==> src/rtl/cdb_arbiter_pkg.sv <==
`default_nettype none
// ============================================================================
// Module      : cdb_arbiter_pkg
// Description : Shared common-data-bus definitions. The arbiter, reservation
//               stations and register-status logic all import this package
//               so tag/data widths and the null tag agree everywhere.
// Revision    : 1.0 - initial release
// ============================================================================
package cdb_arbiter_pkg;

    localparam int CDB_TAG_W  = 5;
    localparam int CDB_DATA_W = 32;

    // All-ones tag marks "no producer"; it is never placed on the bus.
    localparam logic [CDB_TAG_W-1:0] CDB_NONE = {CDB_TAG_W{1'b1}};

    typedef struct packed {
        logic [CDB_TAG_W-1:0]  tag;
        logic [CDB_DATA_W-1:0] data;
    } cdb_entry;

endpackage
`default_nettype wire

==> src/rtl/cdb_req_fifo.sv <==
`default_nettype none
// ============================================================================
// Module      : cdb_req_fifo
// Description : 2-entry FIFO buffering completed results for one CDB port.
// Ports       : clk, rst        - clock, asynchronous active-high reset
//               push_i, din_i   - write strobe and entry
//               pop_i           - remove head entry
//               head_o          - current head entry
//               count_o         - occupancy (0..2)
//               full_o          - occupancy == 2
// Revision    : 1.0 - initial release
// ============================================================================
module cdb_req_fifo #(
    parameter int W = 37
) (
    input  logic         clk,
    input  logic         rst,
    input  logic         push_i,
    input  logic [W-1:0] din_i,
    input  logic         pop_i,
    output logic [W-1:0] head_o,
    output logic [1:0]   count_o,
    output logic         full_o
);

    logic [W-1:0] mem_q [2];
    logic         wr_q, wr_d;
    logic         rd_q, rd_d;
    logic [1:0]   count_q, count_d;
    logic         w_do_push;
    logic         w_do_pop;

    // Guards keep the FIFO self-consistent even if a caller misbehaves.
    assign w_do_push = push_i & (count_q != 2'd2);
    assign w_do_pop  = pop_i  & (count_q != 2'd0);

    always_comb begin
        wr_d    = wr_q;
        rd_d    = rd_q;
        count_d = count_q;
        if (w_do_push) begin
            wr_d = ~wr_q;
        end
        if (w_do_pop) begin
            rd_d = ~rd_q;
        end
        // Push+pop together leaves occupancy unchanged; with one entry the
        // read pointer moves onto the slot being written, so the new entry
        // becomes head.
        case ({w_do_push, w_do_pop})
            2'b10:   count_d = count_q + 2'd1;
            2'b01:   count_d = count_q - 2'd1;
            default: count_d = count_q;
        endcase
    end

    always_ff @(posedge clk or posedge rst) begin
        if (rst) begin
            wr_q    <= 1'b0;
            rd_q    <= 1'b0;
            count_q <= 2'd0;
        end else begin
            wr_q    <= wr_d;
            rd_q    <= rd_d;
            count_q <= count_d;
        end
    end

    // Storage carries no reset; occupancy alone decides validity.
    always_ff @(posedge clk) begin
        if (w_do_push) begin
            mem_q[wr_q] <= din_i;
        end
    end

    assign head_o  = mem_q[rd_q];
    assign count_o = count_q;
    assign full_o  = (count_q == 2'd2);

endmodule
`default_nettype wire

==> src/rtl/cdb_arbiter.sv <==
`default_nettype none
// ============================================================================
// Module      : cdb_arbiter
// Description : Round-robin arbiter sharing the common data bus among N_REQ
//               result ports, each buffered by a 2-entry FIFO. One head entry
//               is broadcast per cycle on registered outputs.
// Ports       : clk, rst                  - clock, async active-high reset
//               req_valid/req_tag/req_data - per-port result (packed by port)
//               req_ready                  - per-port FIFO can accept
//               cdb_valid/cdb_tag/cdb_data - registered broadcast
//               grant                      - one-hot source of broadcast
// Revision    : 1.0 - initial release
// ============================================================================
module cdb_arbiter
    import cdb_arbiter_pkg::*;
#(
    parameter int               N_REQ  = 4,
    parameter int               TAG_W  = CDB_TAG_W,
    parameter int               DATA_W = CDB_DATA_W,
    parameter logic [TAG_W-1:0] NONE   = {TAG_W{1'b1}}
) (
    input  logic                    clk,
    input  logic                    rst,
    input  logic [N_REQ-1:0]        req_valid,
    input  logic [N_REQ*TAG_W-1:0]  req_tag,
    input  logic [N_REQ*DATA_W-1:0] req_data,
    output logic [N_REQ-1:0]        req_ready,
    output logic                    cdb_valid,
    output logic [TAG_W-1:0]        cdb_tag,
    output logic [DATA_W-1:0]       cdb_data,
    output logic [N_REQ-1:0]        grant
);

    localparam int PTR_W = $clog2(N_REQ);
    localparam int ENT_W = TAG_W + DATA_W;

    logic [N_REQ-1:0]  w_full;
    logic [N_REQ-1:0]  w_nonempty;
    logic [N_REQ-1:0]  w_push;
    logic [N_REQ-1:0]  w_pop;
    logic [ENT_W-1:0]  w_head [N_REQ];
    logic [PTR_W:0]    w_pick;
    logic              w_found;
    logic [PTR_W-1:0]  w_winner;
    logic [ENT_W-1:0]  w_sel;

    logic [PTR_W-1:0]  ptr_q, ptr_d;
    logic              cdb_valid_q, cdb_valid_d;
    logic [TAG_W-1:0]  cdb_tag_q, cdb_tag_d;
    logic [DATA_W-1:0] cdb_data_q, cdb_data_d;
    logic [N_REQ-1:0]  grant_q, grant_d;

    // Returns {found, index} of the first set bit at or after ptr, wrapping.
    // Scanning offsets high-to-low lets the smallest offset win last.
    function automatic logic [PTR_W:0] f_rr_pick(
        input logic [N_REQ-1:0] nonempty,
        input logic [PTR_W-1:0] ptr
    );
        logic [PTR_W:0] pick;
        int             idx;
        pick = '0;
        for (int off = N_REQ - 1; off >= 0; off--) begin
            idx = int'(ptr) + off;
            if (idx >= N_REQ) begin
                idx = idx - N_REQ;
            end
            if (nonempty[idx]) begin
                pick = {1'b1, idx[PTR_W-1:0]};
            end
        end
        return pick;
    endfunction

    // Ready reflects start-of-cycle occupancy only: a full FIFO being popped
    // this cycle still refuses a push.
    assign req_ready = ~{N_REQ{rst}} & ~w_full;

    generate
        for (genvar k = 0; k < N_REQ; k++) begin : g_port
            logic [1:0] w_count;

            // Null-tag results complete the handshake but are discarded.
            assign w_push[k] = req_valid[k] & req_ready[k]
                             & (req_tag[k*TAG_W +: TAG_W] != NONE);
            assign w_pop[k]  = w_found & (w_winner == PTR_W'(k));

            cdb_req_fifo #(
                .W (ENT_W)
            ) u_fifo (
                .clk     (clk),
                .rst     (rst),
                .push_i  (w_push[k]),
                .din_i   ({req_tag[k*TAG_W +: TAG_W], req_data[k*DATA_W +: DATA_W]}),
                .pop_i   (w_pop[k]),
                .head_o  (w_head[k]),
                .count_o (w_count),
                .full_o  (w_full[k])
            );

            assign w_nonempty[k] = (w_count != 2'd0);
        end
    endgenerate

    assign w_pick   = f_rr_pick(w_nonempty, ptr_q);
    assign w_found  = w_pick[PTR_W];
    assign w_winner = w_pick[PTR_W-1:0];
    assign w_sel    = w_head[w_winner];

    always_comb begin
        ptr_d       = ptr_q;
        cdb_valid_d = 1'b0;
        cdb_tag_d   = NONE;
        cdb_data_d  = cdb_data_q;
        grant_d     = '0;
        if (w_found) begin
            cdb_valid_d = 1'b1;
            cdb_tag_d   = w_sel[ENT_W-1 -: TAG_W];
            cdb_data_d  = w_sel[DATA_W-1:0];
            for (int k = 0; k < N_REQ; k++) begin
                if (w_winner == PTR_W'(k)) begin
                    grant_d[k] = 1'b1;
                end
            end
            if (int'(w_winner) == N_REQ - 1) begin
                ptr_d = '0;
            end else begin
                ptr_d = w_winner + 1'b1;
            end
        end
    end

    always_ff @(posedge clk or posedge rst) begin
        if (rst) begin
            ptr_q       <= '0;
            cdb_valid_q <= 1'b0;
            cdb_tag_q   <= NONE;
            cdb_data_q  <= '0;
            grant_q     <= '0;
        end else begin
            ptr_q       <= ptr_d;
            cdb_valid_q <= cdb_valid_d;
            cdb_tag_q   <= cdb_tag_d;
            cdb_data_q  <= cdb_data_d;
            grant_q     <= grant_d;
        end
    end

    assign cdb_valid = cdb_valid_q;
    assign cdb_tag   = cdb_tag_q;
    assign cdb_data  = cdb_data_q;
    assign grant     = grant_q;

endmodule
`default_nettype wire

==> config.mk <==
export PLATFORM = sky130hd
export DESIGN_NAME = cdb_arbiter
export DESIGN_NICKNAME = d
export VERILOG_FILES = /design/src/rtl/cdb_arbiter_pkg.sv /design/src/rtl/cdb_req_fifo.sv /design/src/rtl/cdb_arbiter.sv
export SDC_FILE = /design/constraint.sdc
export NUM_CORES = 1
export LEC_CHECK = 0
export CORE_MARGIN = 3
export CORE_UTILIZATION = 55
export CTS_BUF_LIST = sky130_fd_sc_hd__clkbuf_8
export CTS_CLUSTER_DIAMETER = 80
export DETAILED_ROUTE_END_ITERATION = 7
export PLACE_DENSITY = 0.8
export SLEW_MARGIN = 20
export SYNTH_ARGS = -nofsm -noshare
export SYNTH_HDL_FRONTEND = slang
export SYNTH_HIERARCHICAL = 1
export SYNTH_SLANG_ARGS = --single-unit
export TNS_END_PERCENT = 50
==> constraint.sdc <==
create_clock -name clk -period 3.45 [get_ports clk]
set_clock_uncertainty 0.1 [all_clocks]
set_input_delay 0.5175 -clock clk [delete_from_list [all_inputs] [get_ports clk]]
set_output_delay 0.5175 -clock clk [all_outputs]
set_load 0.05 [all_outputs]
==> results.cfg <==
[route]
vias_per_cell = 5.55
ant_nets = 0
wl_um = 31300
drt_iter0_markers = 573
route.detailed.drc = 0
vias = 7808
wire_per_inst_um = 22.2
first_pass_iters = 5

[setup_path]
crit_chain = nand2b_1 -> inv_1 -> nor2_1 -> clkdlybuf4s50_1
crit_path_end_kind = primary output
reg2reg_from = g_port[1].u_fifo/count_o[0]
crit_start = g_port[2].u_fifo/count_o[0]
arrival_ns = 2.26
rrSetupSlack_ns = 0.70
critPathMaxFanout = 7
worstSetupPathType = reg -> out
cp_top_family = buffers and inverters
critPathRequiredTime_ns = 2.83
crit_path_top_delay_cell = clkdlybuf4s50_1
critPathMaxStageDelay_ns = 0.82
r2r_cells = 10
timing.rr.end = g_port[0].u_fifo/count_o[1]
critPathLaunchType = register
crit_buf_inv = 2

[flow_run]
cap_violations = 0

[floorplan]
initial_core_util_pct = 56.8
die_w_um = 169
die_h_um = 169
fp.coreArea_um2 = 25600
std_cell_rows = 58
dieArea_um2 = 28400
ios = 200

[logic_synthesis]
syn_area_per_cell_um2 = 18.3
ys_warn_count = 6
syn_area_um2 = 14500
syn_inst = 793
synth_seq_cells = 356
seq_area_frac_synth_pct = 71.5
synth_top_area_cell = edfxtp_1
synth_area_leaders = edfxtp_1, dfrtp_1, mux2_4
synth_top_area_share_pct = 61.1
synth.distinct_cells = 32
syn-num-nets = 955

[layout]
final_common_cell = edfxtp_1
fillers = 1677
fin_cells = 1408
final_cell_mix = edfxtp_1, clkdlybuf4s50_1, mux2_4, mux2i_1, mux2_2
nets = 1195
drive_above_1_share_pct = 24.0
area_growth_pct = 23.5

[place]
placed_cells_incl_taps = 1305
dp_hpwl_um = 21400
gp_congestion = 0.836
port_buffers = 199
pre_cts_slack_ns = 0.693

[pwr]
ir_worst_vdd_mv = 0.691
p_total_mw = 16.3
p_clk_share_pct = 20.3
pwr_density_cell_nw_per_um2 = 910
pwr-share-seq_pct = 38.5
swShare_pct = 36.7
switching_power_mw = 5.99
total_leakage_power_nw = 6.68
combPwrFrac_pct = 41.2
intPower_mw = 10.4

[grt]
grt_max_degree = 45
globalRoute.totalOverflow = 0
antenna_found_initial = 1
grt_pass1_wl_um = 47300
track_usage_pct = 21.9
grt_pass1_vias = 8181

[sta]
max_slew_margin_pct = 36.8
rsz0062_at_grt = no
timing.final.hold_violations = 0
finalCritPeriodShare_pct = 83.5
worst_hold_slack_ns = 0.272
tightestPinTransition_ns = 0.948
period_minus_slack_ns = 2.88
setup_ws_ns = 0.568
fmax_mhz = 347
drv_slew = 0
setup_viol = 0

[clocking]
clock-sinks = 356
ctsResizeCount = 0
cts_max_level = 2
cts_buffers = 56
cts_tree = done
path_clk_slew_ns = 0.07
cts_hold_buffers = 0
cts_buffer_depth = 3
clk_latency_ns = 0.58
post_cts_buffers = 0
clock-root-buffer = clkbuf_8

[min_path]
min_path_type = in -> async

[outcome]
outcome = completed
how the worst max path moves through the flow:
stage / end / slack, ns / cells after the start
CTS: req_ready[2] / 0.53 / 4
global placement: req_ready[1] / 0.72 / 3
floorplan: g_port[1].u_fifo/mem_q[0][0] / -0.34 / 7
global route: req_ready[2] / 0.43 / 4
detailed placement: req_ready[3] / 0.69 / 3
finish: req_ready[2] / 0.57 / 4
cells by family after synthesis:
kind of cell | count (synthesis) | synth area share, %
buffers and inverters | 48 | 2.55
AND/OR/NAND/NOR | 90 | 2.68
adder cells (fa/ha/maj) | 8 | 0.688
AO/OA/AOI/OAI | 53 | 3.04
flip-flops | 356 | 71.5
multiplexers | 218 | 18.4
XOR/XNOR | 20 | 1.20
sequential cells by signal (all words and copies together), names as in the netlist:
register / cells
cdb_tag: 5
cdb_valid: 1
g_port.u_fifo/mem_q: 296
g_port.u_fifo/count_o: 8
cdb_data: 32
g_port.u_fifo/rd_q: 4
g_port.u_fifo/wr_q: 4
ptr_q: 2
grant: 4
synthesized netlist by cell type:
cell	instances
and4_1	1
and2_2	1
xor2_1	8
and3_1	8
ha_1	8
dfstp_2	5
a32oi_1	5
a31oi_1	4
nand2_1	52
mux2_2	69
nor2_1	19
o21ai_0	1
xnor2_1	12
mux2i_1	69
a21o_1	1
mux2_4	80
o221ai_1	33
buf_6	22
and2_1	4
inv_2	1
nand2b_1	4
dfrtp_1	55
or2_0	1
buf_4	5
buf_2	5
o21a_1	5
o211a_1	1
o311ai_1	1
inv_1	11
o21bai_1	2
clkbuf_1	4
edfxtp_1	296
stage by stage:
step	instance area (um2)	utilization, %	setup TNS, ns
2_1_floorplan	14500	-	-24.36
3_3_place_gp	16900	66.0	0
3_5_place_dp	16900	66.0	0
4_1_cts	18000	70.1	0
5_1_grt	18000	70.1	0
6_report	18000	70.1	0
power groups by stage:
stage / registers [mW] / clock network (mW) / logic [mW]
global placement: 6.33 / 0 / 6.54
detailed placement: 6.38 / 0 / 6.70
floorplan: 6.82 / 0 / 4.43
finish: 6.29 / 3.32 / 6.74
global route: 6.39 / 3.61 / 7.13
CTS: 6.30 / 3.40 / 6.74
per-layer routing:
metal / share of wire (%) / global-route usage [%]
met1: 43 / 31.5
met2: 48 / 33.9
met3: 5.8 / 4.04
met4: 3.1 / 7.90
met5: 0 / 0
final cells by class:
class	instances	area, um2	share of cell area (%)
flip-flops and latches	356	10400	57.9
multi-input cells	389	3820	21.3
repair buffers	218	2220	12.4
clock buffers	61	840	4.67
well taps	330	413	2.30
clock inverters	41	219	1.22
inverters	12	45.0	0.251
diodes	1	2.50	0.0139
(Power assumes the default switching activity.)
==> variant, RTL diff (config.mk and constraints unchanged) <==
Reset style: synchronous (`rst`), changed in 2 clocked blocks. Comments in the files are not updated.
--- a/src/rtl/cdb_req_fifo.sv
+++ b/src/rtl/cdb_req_fifo.sv
@@ -56,3 +56,3 @@
 
-    always_ff @(posedge clk or posedge rst) begin
+    always_ff @(posedge clk) begin
         if (rst) begin
--- a/src/rtl/cdb_arbiter.sv
+++ b/src/rtl/cdb_arbiter.sv
@@ -131,3 +131,3 @@
 
-    always_ff @(posedge clk or posedge rst) begin
+    always_ff @(posedge clk) begin
         if (rst) begin
Behaviour: differs if rst is asserted again (counterexample within 4 cycles, from zero or initial values and one cycle with rst high); with rst held inactive, the same outputs for 4 cycles.
==> variant against the unedited design <==
- power shrank 12%
- synthesized area shrank 0.50%
- register-to-register slack gained 0.05 ns
- routed wire length grew 0.89%
- sequential cell count grew 4
- global-route usage grew 0.053 points
- fmax grew 0.44%
- worst setup slack gained 0.013 ns
- cell area shrank 0.67%
- sequential share of layout area shrank 0.89 points
- combinational power shrank 20%
- via count grew 6.2%
- worst hold slack lost 0.10 ns
- non-clock buffer count is the same
- critical endpoint is now req_ready[0]
- highest routed layer unchanged
==> variant: results (changes against the unedited design) <==
| Metric | Value |
|---|---|
| Status | `complete, no violations` |
| Placer Congestion | `0.856 (+2.4%)` |
| Mux share of post-synthesis cell area | `14.4% (-3.9 points)` |
| Vias in the first global route | `8376 (+2.4%)` |
| DRT Wirelength | `31500 µm (+0.89%)` |
| Total global-route track usage | `21.9% (+0.053 points)` |
| Post-synthesis adder-cell area fraction | `0.432% (-0.26 points)` |
| XOR/XNOR Fraction of Synth Area | `0.726% (-0.48 points)` |
| Sequential share of the synthesized area | `70.3% (-1.2 points)` |
| Final net count | `1253 (+4.9%)` |
| Worst-Skew Late Latency | `0.56 ns (-0.02 ns)` |
| HP Class | `input port to flop` |
| Share of cells above drive strength 1 | `20.1% (-3.9 points)` |
| R2r setup slk | `0.75 ns (+0.05 ns)` |
| Count of cell types in the netlist | `42 (+31%)` |
| Reg2reg end | `g_port[2].u_fifo/count_o[1]` |
| Reg2reg start | `g_port[0].u_fifo/count_o[0]` |
| Post-synth top cells | `edfxtp_1, mux2_2, dfxtp_1, mux2_1, nor2_1` |
| Synth area leaders | `edfxtp_1, dfxtp_1, mux2_2` |
| Vias | `8291 (+6.2%)` |
| Placed Instance Area | `16800 µm² (-0.82%)` |
| Port Buffer Count | `199 (unchanged)` |
| Asr flop ratio synth | `0% (-17 points)` |
| Pre-CTS setup slack | `0.566 ns (-0.127 ns)` |
| P_leak | `0.00632 µW (-5.4%)` |
| Synth Area in Compound Gates | `7.09% (+4.1 points)` |
| Slew margin rel. | `34.1% (-2.7 points)` |
| Worst VDD drop | `0.000928 V (+34%)` |
==> variant: changes by cell type in the layout (fill, tap and decap cells not counted), sizes merged, moves of 8 or more <==
cell     change
mux2i       -27
dfrtp       -55
or3          +8
nor2        +37
o21ai        +8
a2111oi     +32
o221ai      -33
a21oi        +8
nand2       -43
a221oi      +32
dfxtp       +64
and2        +29
==> variant: how the worst max path moves through the flow <==
stage / to / slack (ns) / from
after floorplan: g_port[1].u_fifo/mem_q[0][0] / 0.03 / rst
after global placement: g_port[2].u_fifo/mem_q[0][9] / 0.65 / req_tag[12]
after detailed placement: g_port[0].u_fifo/mem_q[0][11] / 0.57 / req_tag[2]
after CTS: req_ready[0] / 0.55 / g_port[0].u_fifo/count_o[0]
after global routing: req_ready[0] / 0.43 / g_port[0].u_fifo/count_o[0]
final: req_ready[0] / 0.58 / g_port[0].u_fifo/count_o[0]
==> variant: area by class of cell <==
type                       count  area, µm²
sequential                   360      10200
timing repair buffer         218       2150
fill                        1678       7700
clock inverter                38        183
multi-input combinational    443       3960
inverter                      15       56.3
tap                          330        413
antenna                        1       2.50
clock buffer                  65        895
==> variant: power breakdown <==
part	leakage (µW)	switching (µW)	internal (µW)	total [µW]
registers	0.00324	370	5250	5620
clock network	0.000636	1550	1790	3340
logic	0.00245	3340	2070	5410
total	0.00632	5260	9110	14400
==> variant: kinds of logic (layout without fill, tap and decap cells) <==
family | after synthesis | in the layout
AOI/OAI and AO/OA | 105 | 105
DFF | 360 | 360
other | 0 | 1
muxes | 190 | 190
and+or+nand+nor | 131 | 131
xor gates and xnor gates | 12 | 12
adders and majority gates | 5 | 5
buffers and inverters | 61 | 336
==> variant: metal layers <==
layer / GRT usage [%] / wire, µm
met1: 32.4 / 14200
met2: 33.7 / 14500
met3: 4.02 / 2070
met4: 6.55 / 697
met5: 0 / 0
==> variant: stage by stage <==
stage,std cells,hold slack (ns)
global placement,1366,0.369
CTS,1469,0.117
detailed placement,1366,0.381
global route,1470,0.149
floorplan,864,0.352
finish,1470,0.169
